--- src/rtl/dmem_arbiter_if.sv ---
// Bus bundle between the requesters/memory environment and dmem_arbiter.
//   master : the environment side -- drives both request ports and the
//            memory read data, observes acks/results and the memory strobes.
//   slave  : the arbiter side.
// Port 0 = CPU load/store unit, port 1 = secondary master (DMA/debug).
interface dmem_arbiter_if;
  logic        req0, req1;
  logic        we0, we1;
  logic [31:0] addr0, addr1;
  logic [31:0] wdata0, wdata1;
  logic [2:0]  f3_0, f3_1;
  logic        ack0, ack1;
  logic        err0, err1;
  logic [31:0] rdata0, rdata1;
  logic [31:0] mem_addr;
  logic [31:0] mem_write_data;
  logic [2:0]  mem_func3;
  logic        mem_read;
  logic        mem_write;
  logic [31:0] mem_data_out;

  modport master (
    output req0, req1, we0, we1, addr0, addr1, wdata0, wdata1, f3_0, f3_1,
    output mem_data_out,
    input  ack0, ack1, err0, err1, rdata0, rdata1,
    input  mem_addr, mem_write_data, mem_func3, mem_read, mem_write
  );

  modport slave (
    input  req0, req1, we0, we1, addr0, addr1, wdata0, wdata1, f3_0, f3_1,
    input  mem_data_out,
    output ack0, ack1, err0, err1, rdata0, rdata1,
    output mem_addr, mem_write_data, mem_func3, mem_read, mem_write
  );
endinterface

--- src/rtl/dmem_arbiter.sv ---
// Two-port round-robin arbiter/sequencer for the byte-addressed data memory.
// Each granted access is checked (func3 legality, alignment, range), then
// issued as a single read or write strobe and answered with a one-cycle ack.
// Ports:
//   clk, rst : clock, asynchronous active-high reset
//   bus      : dmem_arbiter_if.slave -- req/we/addr/wdata/f3 in per port,
//              ack/err/rdata out per port, mem_* towards the memory.
// Parameter DEPTH: memory size in bytes (legal addresses 0..DEPTH-1).
module dmem_arbiter #(
  parameter int unsigned DEPTH = 1024
) (
  input logic           clk,
  input logic           rst,
  dmem_arbiter_if.slave bus
);

  typedef enum logic [1:0] {IDLE, ACCESS, ACK} state_e;

  state_e      state_q, state_d;
  logic        last_grant_q, last_grant_d;
  logic        sel_q, sel_d;
  logic        we_q, we_d;
  logic [31:0] addr_q, addr_d;
  logic [31:0] wdata_q, wdata_d;
  logic [2:0]  f3_q, f3_d;
  logic        err_q, err_d;
  logic        mem_read_q, mem_read_d;
  logic        mem_write_q, mem_write_d;
  logic        ack0_q, ack0_d, ack1_q, ack1_d;
  logic        err0_q, err0_d, err1_q, err1_d;
  logic [31:0] rdata0_q, rdata0_d, rdata1_q, rdata1_d;

  logic        pick;
  logic        s_we;
  logic [31:0] s_addr, s_wdata;
  logic [2:0]  s_f3;
  logic        s_legal, s_misalign, s_oor, s_err;
  logic [32:0] s_size;

  // Selection and legality check of the candidate port
  always_comb begin
    pick    = (bus.req0 && bus.req1) ? ~last_grant_q : bus.req1;
    s_we    = pick ? bus.we1    : bus.we0;
    s_addr  = pick ? bus.addr1  : bus.addr0;
    s_wdata = pick ? bus.wdata1 : bus.wdata0;
    s_f3    = pick ? bus.f3_1   : bus.f3_0;

    if (s_we) s_legal = (s_f3 == 3'b000) || (s_f3 == 3'b001) || (s_f3 == 3'b010);
    else      s_legal = (s_f3 == 3'b000) || (s_f3 == 3'b001) || (s_f3 == 3'b010) ||
                        (s_f3 == 3'b100) || (s_f3 == 3'b101);

    case (s_f3[1:0])
      2'b00:   s_size = 33'd1;
      2'b01:   s_size = 33'd2;
      default: s_size = 33'd4;
    endcase

    s_misalign = ((s_f3[1:0] == 2'b01) && s_addr[0]) ||
                 ((s_f3[1:0] == 2'b10) && (s_addr[1:0] != 2'b00));
    // 33-bit compare: an address near 2^32 plus size must not wrap to legal
    s_oor = {1'b0, s_addr} > (33'(DEPTH) - s_size);
    s_err = !s_legal || s_misalign || s_oor;
  end

  // Next-state; strobes and acks are registered so they are high exactly
  // during the ACCESS / ACK cycles and drop with reset immediately.
  always_comb begin
    state_d      = state_q;
    last_grant_d = last_grant_q;
    sel_d        = sel_q;
    we_d         = we_q;
    addr_d       = addr_q;
    wdata_d      = wdata_q;
    f3_d         = f3_q;
    err_d        = err_q;
    rdata0_d     = rdata0_q;
    rdata1_d     = rdata1_q;
    mem_read_d   = 1'b0;
    mem_write_d  = 1'b0;
    ack0_d       = 1'b0;
    ack1_d       = 1'b0;
    err0_d       = 1'b0;
    err1_d       = 1'b0;

    case (state_q)
      IDLE: begin
        if (bus.req0 || bus.req1) begin
          sel_d        = pick;
          last_grant_d = pick;
          we_d         = s_we;
          addr_d       = s_addr;
          wdata_d      = s_wdata;
          f3_d         = s_f3;
          err_d        = s_err;
          mem_read_d   = !s_err && !s_we;
          mem_write_d  = !s_err && s_we;
          state_d      = ACCESS;
        end
      end
      ACCESS: begin
        state_d = ACK;
        if (!sel_q) begin
          ack0_d   = 1'b1;
          err0_d   = err_q;
          rdata0_d = (we_q || err_q) ? '0 : bus.mem_data_out;
        end else begin
          ack1_d   = 1'b1;
          err1_d   = err_q;
          rdata1_d = (we_q || err_q) ? '0 : bus.mem_data_out;
        end
      end
      ACK:     state_d = IDLE;
      default: state_d = IDLE;
    endcase
  end

  always_ff @(posedge clk or posedge rst) begin
    if (rst) begin
      state_q      <= IDLE;
      last_grant_q <= 1'b1;
      sel_q        <= 1'b0;
      we_q         <= 1'b0;
      addr_q       <= '0;
      wdata_q      <= '0;
      f3_q         <= '0;
      err_q        <= 1'b0;
      mem_read_q   <= 1'b0;
      mem_write_q  <= 1'b0;
      ack0_q       <= 1'b0;
      ack1_q       <= 1'b0;
      err0_q       <= 1'b0;
      err1_q       <= 1'b0;
      rdata0_q     <= '0;
      rdata1_q     <= '0;
    end else begin
      state_q      <= state_d;
      last_grant_q <= last_grant_d;
      sel_q        <= sel_d;
      we_q         <= we_d;
      addr_q       <= addr_d;
      wdata_q      <= wdata_d;
      f3_q         <= f3_d;
      err_q        <= err_d;
      mem_read_q   <= mem_read_d;
      mem_write_q  <= mem_write_d;
      ack0_q       <= ack0_d;
      ack1_q       <= ack1_d;
      err0_q       <= err0_d;
      err1_q       <= err1_d;
      rdata0_q     <= rdata0_d;
      rdata1_q     <= rdata1_d;
    end
  end

  assign bus.ack0           = ack0_q;
  assign bus.ack1           = ack1_q;
  assign bus.err0           = err0_q;
  assign bus.err1           = err1_q;
  assign bus.rdata0         = rdata0_q;
  assign bus.rdata1         = rdata1_q;
  assign bus.mem_addr       = addr_q;
  assign bus.mem_write_data = wdata_q;
  assign bus.mem_func3      = f3_q;
  assign bus.mem_read       = mem_read_q;
  assign bus.mem_write      = mem_write_q;

endmodule

--- src/flat_wrapper.sv ---
// flat-port wrapper written by rule: the top's interface ports become plain ports
module dmem_arbiter_flat 
#(
  parameter int unsigned DEPTH = 1024
)
  (clk, rst, bus_req0, bus_req1, bus_we0, bus_we1, bus_addr0, bus_addr1, bus_wdata0, bus_wdata1, bus_f3_0, bus_f3_1, bus_mem_data_out, bus_ack0, bus_ack1, bus_err0, bus_err1, bus_rdata0, bus_rdata1, bus_mem_addr, bus_mem_write_data, bus_mem_func3, bus_mem_read, bus_mem_write);
  dmem_arbiter_if bus_i ();
  input logic clk;
  input logic rst;
  input wire logic [$bits(bus_i.req0)-1:0] bus_req0;
  input wire logic [$bits(bus_i.req1)-1:0] bus_req1;
  input wire logic [$bits(bus_i.we0)-1:0] bus_we0;
  input wire logic [$bits(bus_i.we1)-1:0] bus_we1;
  input wire logic [$bits(bus_i.addr0)-1:0] bus_addr0;
  input wire logic [$bits(bus_i.addr1)-1:0] bus_addr1;
  input wire logic [$bits(bus_i.wdata0)-1:0] bus_wdata0;
  input wire logic [$bits(bus_i.wdata1)-1:0] bus_wdata1;
  input wire logic [$bits(bus_i.f3_0)-1:0] bus_f3_0;
  input wire logic [$bits(bus_i.f3_1)-1:0] bus_f3_1;
  input wire logic [$bits(bus_i.mem_data_out)-1:0] bus_mem_data_out;
  output wire logic [$bits(bus_i.ack0)-1:0] bus_ack0;
  output wire logic [$bits(bus_i.ack1)-1:0] bus_ack1;
  output wire logic [$bits(bus_i.err0)-1:0] bus_err0;
  output wire logic [$bits(bus_i.err1)-1:0] bus_err1;
  output wire logic [$bits(bus_i.rdata0)-1:0] bus_rdata0;
  output wire logic [$bits(bus_i.rdata1)-1:0] bus_rdata1;
  output wire logic [$bits(bus_i.mem_addr)-1:0] bus_mem_addr;
  output wire logic [$bits(bus_i.mem_write_data)-1:0] bus_mem_write_data;
  output wire logic [$bits(bus_i.mem_func3)-1:0] bus_mem_func3;
  output wire logic [$bits(bus_i.mem_read)-1:0] bus_mem_read;
  output wire logic [$bits(bus_i.mem_write)-1:0] bus_mem_write;
  assign bus_i.req0 = bus_req0;
  assign bus_i.req1 = bus_req1;
  assign bus_i.we0 = bus_we0;
  assign bus_i.we1 = bus_we1;
  assign bus_i.addr0 = bus_addr0;
  assign bus_i.addr1 = bus_addr1;
  assign bus_i.wdata0 = bus_wdata0;
  assign bus_i.wdata1 = bus_wdata1;
  assign bus_i.f3_0 = bus_f3_0;
  assign bus_i.f3_1 = bus_f3_1;
  assign bus_i.mem_data_out = bus_mem_data_out;
  assign bus_ack0 = bus_i.ack0;
  assign bus_ack1 = bus_i.ack1;
  assign bus_err0 = bus_i.err0;
  assign bus_err1 = bus_i.err1;
  assign bus_rdata0 = bus_i.rdata0;
  assign bus_rdata1 = bus_i.rdata1;
  assign bus_mem_addr = bus_i.mem_addr;
  assign bus_mem_write_data = bus_i.mem_write_data;
  assign bus_mem_func3 = bus_i.mem_func3;
  assign bus_mem_read = bus_i.mem_read;
  assign bus_mem_write = bus_i.mem_write;
  dmem_arbiter #(.DEPTH(DEPTH)) u_core (.clk(clk), .rst(rst), .bus(bus_i));
endmodule
--- config.mk ---
export PLATFORM = sky130hd
export DESIGN_NAME = dmem_arbiter_flat
export DESIGN_NICKNAME = d
export VERILOG_FILES = /design/src/rtl/dmem_arbiter_if.sv /design/src/rtl/dmem_arbiter.sv /design/src/flat_wrapper.sv
export SDC_FILE = /design/constraint.sdc
export NUM_CORES = 1
export LEC_CHECK = 0
export CAP_MARGIN = 20
export CORE_UTILIZATION = 40
export CTS_CLUSTER_SIZE = 28
export DETAILED_ROUTE_END_ITERATION = 7
export PLACE_DENSITY = 0.91
export RECOVER_POWER = 100
export SLEW_MARGIN = 20
export SYNTH_ARGS = -nofsm -noshare
export SYNTH_HDL_FRONTEND = slang
export SYNTH_SLANG_ARGS = --single-unit
export TNS_END_PERCENT = 50
--- constraint.sdc ---
create_clock -name clk -period 7.7 [get_ports clk]
set_clock_uncertainty 0.05 [all_clocks]
set_input_delay 2.31 -clock clk [delete_from_list [all_inputs] [get_ports clk]]
set_output_delay 2.31 -clock clk [all_outputs]
set_load 0.01 [all_outputs]
==> results of run 1 <==
==> synth_stat cells (2+ instances only) <==
cell type,n,share of area
buf_4,2,0.0025
buf_1,4,0.0025
nor2_1,74,0.045
dfrtp_1,142,0.58
a21oi_1,2,0.0016
buf_2,14,0.011
clkbuf_1,25,0.015
o21ai_0,71,0.058
nand4_1,7,0.0072
inv_1,6,0.0037
ha_1,3,0.0061
nand3_1,2,0.0016
o21a_1,3,0.0037
nand2_1,235,0.14
nor4_1,8,0.0082
mux2i_1,2,0.0033
nand2b_1,2,0.0020
o2111ai_1,2,0.0029
nor3_1,4,0.0033
a31oi_1,65,0.066
==> power by group through the flow <==
stage	clock, mW	combinational (mW)	sequential (mW)
finish	0.765	1.11	1.09
global route	0.811	1.22	1.11
CTS	0.777	1.19	1.09
detailed placement	0	1.19	1.10
global placement	0	1.16	1.10
floorplan	0	0.489	1.18
==> stage by stage <==
stage,utilization,cell area (um2),setup WS [ns]
final,0.665,9810,1.70
after global routing,0.665,9810,1.20
after CTS,0.666,9830,2.62
after detailed placement,0.629,9280,2.22
after global placement,0.629,9280,2.31
after floorplan,-,6120,1.50
==> final timing paths <==
check	start	depth (start not counted)	to
min in group asynchronous	rst	2	u_core.bus.rdata1[8]
worst min register to register	u_core.bus.rdata1[20]	2	u_core.bus.rdata1[20]
worst min-delay path	u_core.bus.rdata1[20]	2	u_core.bus.rdata1[20]
worst max register to register	u_core.last_grant_q	10	u_core.err_q
worst max-delay path	bus_req0	6	u_core.bus.mem_addr[31]
max in group asynchronous	rst	3	u_core.bus.mem_func3[1]
==> critical path: cells and delay by family <==
family | cells | cell delay (ns)
AOI/OAI and AO/OA | 2 | 0.59
buffers and inverters | 3 | 3.09
and+or+nand+nor | 1 | 0.18
==> sequential cells by signal, indices dropped and copies added (netlist names) <==
name                       count
u_core.bus.ack0                1
u_core.bus.ack1                1
u_core.bus.err0                1
u_core.bus.err1                1
u_core.bus.mem_addr           32
u_core.bus.mem_func3           3
u_core.bus.mem_read            1
u_core.bus.mem_write           1
u_core.bus.mem_write_data     32
u_core.bus.rdata0             32
u_core.bus.rdata1             32
u_core.err_q                   1
u_core.last_grant_q            1
u_core.sel_q                   1
u_core.state_q                 2
u_core.we_q                    1
==> area by class of cell <==
cell class              count  area (um2)
clock buffers              17         425
clock inverters            15         125
fillers                  1151        4940
inverters                   7        28.8
multi-input cells         496        2300
flip-flops and latches    143        3580
well taps                 184         230
repair buffers            313        3120
==> routing by layer <==
layer / wire length, um / up-vias
met1: 7670 / 2936
met5: 0 / -
met4: 335 / 0
li1: - / 2913
met2: 10300 / 315
met3: 1800 / 26
==> layout by cell type (no fill, tap or decap), types with 2 or more instances in the layout <==
| cell type | n |
|---|---|
| a21oi_1 | 2 |
| ha_1 | 3 |
| clkdlybuf4s50_1 | 152 |
| clkinvlp_4 | 3 |
| nand2b_1 | 2 |
| nor3_1 | 4 |
| dfrtp_1 | 142 |
| clkbuf_16 | 17 |
| clkinv_4 | 2 |
| clkinvlp_2 | 2 |
| nor2_1 | 73 |
| a31oi_1 | 65 |
| nand3_1 | 2 |
| nand2_1 | 235 |
| inv_1 | 5 |
| nor4_1 | 8 |
| clkinv_2 | 2 |
| inv_8 | 2 |
| buf_4 | 4 |
| o21a_1 | 3 |
| inv_6 | 6 |
| mux2i_1 | 2 |
| nand4_1 | 7 |
| o2111ai_1 | 3 |
| nor2_2 | 2 |
| dlygate4sd3_1 | 156 |
| o21ai_0 | 71 |
==> cell families after synthesis <==
family	count (synthesis)	synth area share
AO/OA/AOI/OAI	154	0.150
adder cells (fa/ha/maj)	3	0.00614
AND/OR/NAND/NOR	337	0.218
buffers and inverters	53	0.0378
flip-flops	143	0.585
multiplexers	2	0.00327
==> results.json, run 1 <==
{
  "status": "finished, violations left",
  "violations": "design-rule violations, max-capacitance violations, max-slew violations",
  "final.setup.tns_ns": 0,
  "internal_power_mw": 1.89,
  "dr.pass1.iters": 8,
  "finalMaxSlewViolations": 278,
  "crit_required_ns": 7.90,
  "grt_busiest_layer": "met2",
  "htree_levels": 4,
  "root_buffer": "clkbuf_16",
  "dp_hpwl_um": 14700,
  "drv_cap": 4,
  "die_area_mm2": 0.0158,
  "drtIter0Drc": 388,
  "hp-class": "flip-flop to flip-flop",
  "synth-edff-count": 0,
  "rrSetupSlack_ns": 3.88,
  "p_sw_frac": 0.360,
  "grt_overflow": 0,
  "clock_latency_ns": 0.40,
  "grt_max_degree": 87,
  "antenna_found_initial": 0,
  "gp_congestion": 0.887,
  "area_delta_synth_final_pct": 60.3,
  "async_reset_ff_frac": 1.00,
  "instances_no_fill": 1175,
  "die_h_um": 126,
  "clockPowerShare": 0.258,
  "drt_drc_violations_left": 23,
  "critical-path-max-stage-delay_ns": 1.57,
  "combPwrFrac": 0.375,
  "numCtsBuffers": 17,
  "boundaryPins": 309,
  "finalPower_mw": 2.96,
  "ys_types": 39,
  "rsz0062_at_grt": "no",
  "grt_pass1_vias": 6206,
  "critical_path.max_fanout": 75,
  "finalSetupViolations": 0,
  "antenna_cells": 0,
  "synth_seq_cells": 143,
  "dp_cells": 1143,
  "tightestPinTransition_ns": 3.73,
  "ys.warnings.count": 0,
  "port_buffers": 308,
  "period_needed_ns": 6.00,
  "use_met2": 0.462,
  "rows": 44,
  "nets": 1153,
  "wl_um": 20100,
  "worstPathArrival_ns": 6.20,
  "ctsResizeCount": 0,
  "clockBufferDepth": 2,
  "seqPwrFrac": 0.367,
  "vias": 6190,
  "cts_tree": "yes",
  "wl_per_cell_um": 17.1,
  "p_switching_mw": 1.07,
  "die_width_um": 126,
  "cts_hold_buf": 0,
  "criticalPathCategory": "input port to flip-flop",
  "synthFlopType": "dfrtp_1",
  "use_met1": 0.305,
  "hold_viol_final": 0,
  "max_slew_margin": -1.50,
  "timing.final.crit_share": 0.779,
  "clock-sinks": 143,
  "syn_inst": 692,
  "hold_slack_ns": 0.428,
  "grt_use_total": 0.260,
  "cp-end-kind": "flip-flop",
  "total_leakage_power_nw": 4.31,
  "ir_worst_vdd_uv": 217,
  "drive_above_1_share": 0.0434,
  "synth.cell_area_mm2": 0.00612,
  "maxClockFrequency_mhz": 167,
  "powerDensity_mw_per_mm2": 302,
  "core_area_mm2": 0.0148,
  "avgSynthCellArea_um2": 8.84,
  "syn_nets": 867,
  "startpoint_type": "input port",
  "vias_per_cell": 5.27,
  "cpMaxStageDelayCell": "clkinvlp_2",
  "clk_pin_slew_ns": 0.06,
  "postCtsSetupBuffers": 0,
  "yosysSeqAreaShare": 0.585,
  "grt_pass1_wl_um": 32200,
  "ant_nets": 0,
  "start_util": 0.415,
  "met3_usage": 0.0684,
  "crit_chain": "dlygate4sd3_1 -> o21ai_1 -> clkinvlp_2 -> buf_4 -> nor2_1 -> a31oi_1"
}
Note: power is estimated with default switching activity, not from simulation.
==> run 2, diff against run 1 <==
clock period = 5.66 ns   (was 7.7 ns; I/O delays follow)
==> run 2 against run 1 <==
  * Combinational power increased by 34%
  * Critical endpoint is now u_core.err_q
  * Global-route usage decreased by 1.1 points
  * Largest power group unchanged
  * The run still ends with design-rule violations, max-capacitance violations, max-slew violations left
  * Clock power increased by 44%
  * Register-to-register slack got worse by 1.3 ns
  * Sequential power increased by 35%
  * Final area increased by 0.33%
  * Sequential cell count unchanged
  * Power increased by 37%
==> results.json, run 2 (synthesized netlist as in run 1, its figures left out) <==
{
  "final_common_cell": "nand2_1",
  "cpMaxStageDelayCell": "clkbuf_2",
  "clock-sinks": 143,
  "die_width_um": 126,
  "hp-class": "flip-flop to flip-flop",
  "port_buffers": 308,
  "maxClockFrequency_mhz": 219,
  "final_cell_mix": "nand2_1, clkdlybuf4s50_1, dfrtp_1",
  "critPathTopFamily": "buffers and inverters",
  "period_needed_ns": 4.57,
  "wl_per_cell_um": 16.3,
  "use_met2": 0.421,
  "area_delta_synth_final_pct": 60.9,
  "drv_cap": 4,
  "worstPathArrival_ns": 4.85,
  "criticalPathCategory": "input port to flip-flop",
  "dp_hpwl_um": 14000,
  "wl_um": 19300,
  "rows": 44,
  "finalSetupViolations": 0,
  "drtIter0Drc": 428,
  "hold_viol_final": 0,
  "fillers": 1133,
  "grt_overflow": 0,
  "ir_worst_vdd_uv": 246,
  "die_area_mm2": 0.0158,
  "ant_nets": 0,
  "grt_max_degree": 104,
  "boundaryPins": 309,
  "timing.final.ws_setup_ns": 1.09,
  "htree_levels": 4,
  "dp_slack_ns": 1.16,
  "core_area_mm2": 0.0148,
  "grt_pass1_wl_um": 30700,
  "antenna_cells": 0,
  "root_buffer": "clkbuf_16",
  "finalPower_mw": 4.06,
  "max_slew_margin": -0.452,
  "die_h_um": 126,
  "nets": 1158,
  "vias_per_cell": 5.16,
  "critical-path-max-stage-delay_ns": 1.10,
  "grt_pass1_vias": 5989,
  "total_leakage_power_nw": 4.32,
  "drt_drc_violations_left": 23,
  "powerDensity_mw_per_mm2": 412,
  "startpoint_type": "input port",
  "numCtsBuffers": 17,
  "vias": 6092,
  "dpl-instance-area_mm2": 0.00932,
  "timing.final.crit_share": 0.808,
  "critical_path.max_fanout": 68,
  "use_met1": 0.302,
  "gp_congestion": 0.883,
  "drive_above_1_share": 0.0412,
  "clock_latency_ns": 0.41,
  "tightestPinTransition_ns": 2.18,
  "cts_hold_buf": 0,
  "grt_use_total": 0.249,
  "dr.pass1.iters": 8,
  "final_area_mm2": 0.00984,
  "postCtsSetupBuffers": 0,
  "violations": "design-rule violations, max-capacitance violations, max-slew violations",
  "met3_usage": 0.0794,
  "grt_busiest_layer": "met2",
  "status": "finished, violations left",
  "clk_pin_slew_ns": 0.06,
  "path_buf_inv": 2,
  "start_util": 0.415,
  "crit_required_ns": 5.94,
  "clockBufferDepth": 2,
  "rsz0062_at_grt": "no",
  "final.setup.tns_ns": 0,
  "crit_chain": "dlygate4sd3_1 -> a21boi_0 -> clkbuf_2 -> o2111ai_1 -> a32o_1 -> o2111ai_1 -> a21boi_0",
  "finalMaxSlewViolations": 274,
  "cts_tree": "yes",
  "cp-end-kind": "flip-flop",
  "antenna_found_initial": 0,
  "ctsResizeCount": 0
}
[run 2: path summary, 6_finish.rpt]
kind | startpoint | endpoint | slack, ns | cells past startpoint
worst max-delay path | bus_req0 | u_core.err_q | 1.09 | 7
worst min-delay path | u_core.bus.rdata0[29] | u_core.bus.rdata0[29] | 0.42 | 2
worst max register to register | u_core.last_grant_q | u_core.err_q | 2.62 | 6
worst min register to register | u_core.bus.rdata0[29] | u_core.bus.rdata0[29] | 0.42 | 2
max in group asynchronous | rst | u_core.bus.rdata1[21] | 1.50 | 3
min in group asynchronous | rst | u_core.bus.rdata0[6] | 2.35 | 2
[run 2: final cells by class]
cell class / instances / area (um2) / area share
Inverter: 7 / 31.3 / 0.00318
Multi-Input combinational cell: 496 / 2290 / 0.233
Tap cell: 184 / 230 / 0.0234
Timing Repair Buffer: 318 / 3130 / 0.318
Clock buffer: 17 / 425 / 0.0432
Clock inverter: 15 / 151 / 0.0154
Sequential cell: 143 / 3580 / 0.364
[run 2: stage by stage]
stage                     utilization  cells  hold slack [ns]
after global placement          0.631   1148            0.409
after detailed placement        0.631   1148            0.420
after floorplan                     -    692            0.401
after global routing            0.667   1180            0.449
final                           0.667   1180            0.424
after CTS                       0.670   1180            0.435
[run 2: worst min-delay path: cells and delay by family (launching register included)]
| kind | cells | cell delay, ns |
|---|---|---|
| AND/OR/NAND/NOR | 1 | 0.04 |
| AO/OA/AOI/OAI | 1 | 0.06 |
| flip-flops | 1 | 0.33 |
[run 2: report_power, final]
part / total, mW / switching [mW] / internal (mW)
Sequential: 1.47 / 0.149 / 1.32
Combinational: 1.49 / 0.813 / 0.682
Clock: 1.10 / 0.475 / 0.621
Total: 4.06 / 1.44 / 2.62
[run 2: metal layers]
layer,vias up,part of all wire
li1,2930,-
met1,2853,0.40
met2,284,0.49
met3,25,0.093
met4,0,0.018
met5,-,0
==> run 3, diff against run 2 <==
CORE_UTILIZATION = 36   (was 40)
PLACE_DENSITY = 0.87   (was 0.91)
clock period = 3.85 ns   (was 5.66 ns; I/O delays follow)
==> run 3 against run 2 <==
  * The flow finishes with violations (max-capacitance violations, max-slew violations)
  * Routed wire length fell by 1.1%
  * Highest routed layer unchanged
  * Register-to-register slack got worse by 1.4 ns
  * Setup slack got worse by 0.72 ns
  * Combinational power rose by 50%
  * Final cell count rose by 3.1%
==> results.json, run 3 (synthesized netlist as in run 1, its figures left out) <==
{
  "drive_above_1_share": 0.0472,
  "startpoint_type": "input port",
  "root_buffer": "clkbuf_16",
  "dp_hpwl_um": 14000,
  "postCtsSetupBuffers": 0,
  "final_common_cell": "nand2_1",
  "gp_congestion": 0.880,
  "grt_use_total": 0.224,
  "nets": 1159,
  "drv_cap": 3,
  "antenna_found_initial": 0,
  "clock_latency_ns": 0.41,
  "core_area_mm2": 0.0166,
  "total_leakage_power_nw": 4.37,
  "ir_worst_vdd_uv": 387,
  "cpMaxStageDelayCell": "dlygate4sd3_1",
  "numCtsBuffers": 17,
  "crit_required_ns": 4.13,
  "clockBufferDepth": 2,
  "dp_slack_ns": 0.119,
  "boundaryPins": 309,
  "die_width_um": 132,
  "rows": 47,
  "powerDensity_mw_per_mm2": 617,
  "vias": 6147,
  "r2r-start": "u_core.last_grant_q",
  "wl_per_cell_um": 15.7,
  "critical_path.max_fanout": 7,
  "maxClockFrequency_mhz": 287,
  "vias_per_cell": 5.06,
  "timing.final.ws_setup_ns": 0.364,
  "status": "finished, violations left",
  "criticalPathCategory": "input port to flip-flop",
  "grt_pass1_wl_um": 30900,
  "area_delta_synth_final_pct": 63.3,
  "start_util": 0.369,
  "antenna_cells": 0,
  "hold_slack_ns": 0.424,
  "rsz0062_at_grt": "no",
  "r2r_end": "u_core.err_q",
  "finalMaxSlewViolations": 278,
  "violations": "max-capacitance violations, max-slew violations",
  "final_cell_mix": "nand2_1, clkdlybuf4s50_1, dfrtp_1",
  "finalCoreUtilization": 0.602,
  "die_h_um": 132,
  "port_buffers": 308,
  "max_slew_margin": -0.379,
  "grt_pass1_vias": 5989,
  "final.setup.tns_ns": 0,
  "drt_drc_violations_left": 0,
  "hp-class": "flip-flop to flip-flop",
  "grt_overflow": 0,
  "crit_path_frequent_cell": "nand2_1",
  "cts_tree": "yes",
  "worstPathArrival_ns": 3.76,
  "critical-path-max-stage-delay_ns": 0.72,
  "htree_levels": 4,
  "timing.final.crit_share": 0.905,
  "finalSetupViolations": 0,
  "hold_viol_final": 0,
  "clock-sinks": 143,
  "cp-end-kind": "flip-flop",
  "ant_nets": 0,
  "wl_um": 19000,
  "min_from": "u_core.bus.rdata1[0]",
  "crit_chain": "dlygate4sd3_1 -> a21bo_1 -> nand2_1 -> nand2_1 -> inv_1 -> and3_1 -> ha_1 -> nand4_1 -> o2111ai_1 -> a32o_1 -> o2111ai_2 -> a21boi_0",
  "rrSetupSlack_ns": 1.26,
  "min_path_cells": 2,
  "grt_max_degree": 144,
  "cts_hold_buf": 0,
  "clk_pin_slew_ns": 0.06,
  "tightestPinTransition_ns": 2.07,
  "period_needed_ns": 3.49,
  "dr.pass1.iters": 5,
  "hold_path_end": "u_core.bus.rdata1[0]",
  "ctsResizeCount": 0,
  "die_area_mm2": 0.0175,
  "drtIter0Drc": 334,
  "r2r_cells": 11
}
## run 3: per-layer routing
metal	vias up	wire length, um	track usage
li1	2938	-	-
met1	2881	7490	0.269
met2	302	9390	0.373
met3	26	1800	0.0796
met4	0	374	0.0766
met5	-	0	0
## run 3: critical path, delay by kind of cell
| family | cells | cell delay (ns) |
|---|---|---|
| and+or+nand+nor | 4 | 0.44 |
| AOI/OAI and AO/OA | 5 | 1.09 |
| buffers and inverters | 2 | 0.79 |
| adders and majority gates | 1 | 0.29 |
## run 3: final cells by class
class                   instances  area, um2
fillers                      1395       6600
clock inverters                13        198
repair buffers                319       3160
flip-flops and latches        143       3580
multi-input cells             496       2310
inverters                       7       31.3
clock buffers                  18        439
well taps                     220        275
## run 3: how the worst max path moves through the flow
stage | end | slack (ns) | depth (start not counted) | from
CTS | u_core.err_q | 0.54 | 12 | bus_req0
global placement | u_core.err_q | 0.22 | 12 | bus_req0
finish | u_core.err_q | 0.36 | 12 | bus_req0
floorplan | u_core.err_q | 0.84 | 11 | bus_req1
global route | u_core.err_q | 0.19 | 12 | bus_req0
detailed placement | u_core.err_q | 0.12 | 12 | bus_req0
## run 3: stage by stage
stage / power [mW] / instance area [um2] / cells
6_report: 6.17 / 9990 / 1216
5_1_grt: 6.56 / 9990 / 1216
4_1_cts: 6.42 / 10000 / 1216
3_5_place_dp: 4.63 / 9390 / 1185
3_3_place_gp: 4.58 / 9390 / 1185
2_1_floorplan: 3.34 / 6120 / 692
## run 3: power by group
part           switching, mW  internal [mW]
Clock                  0.666           1.11
Combinational           1.21           1.01
Sequential             0.220           1.94
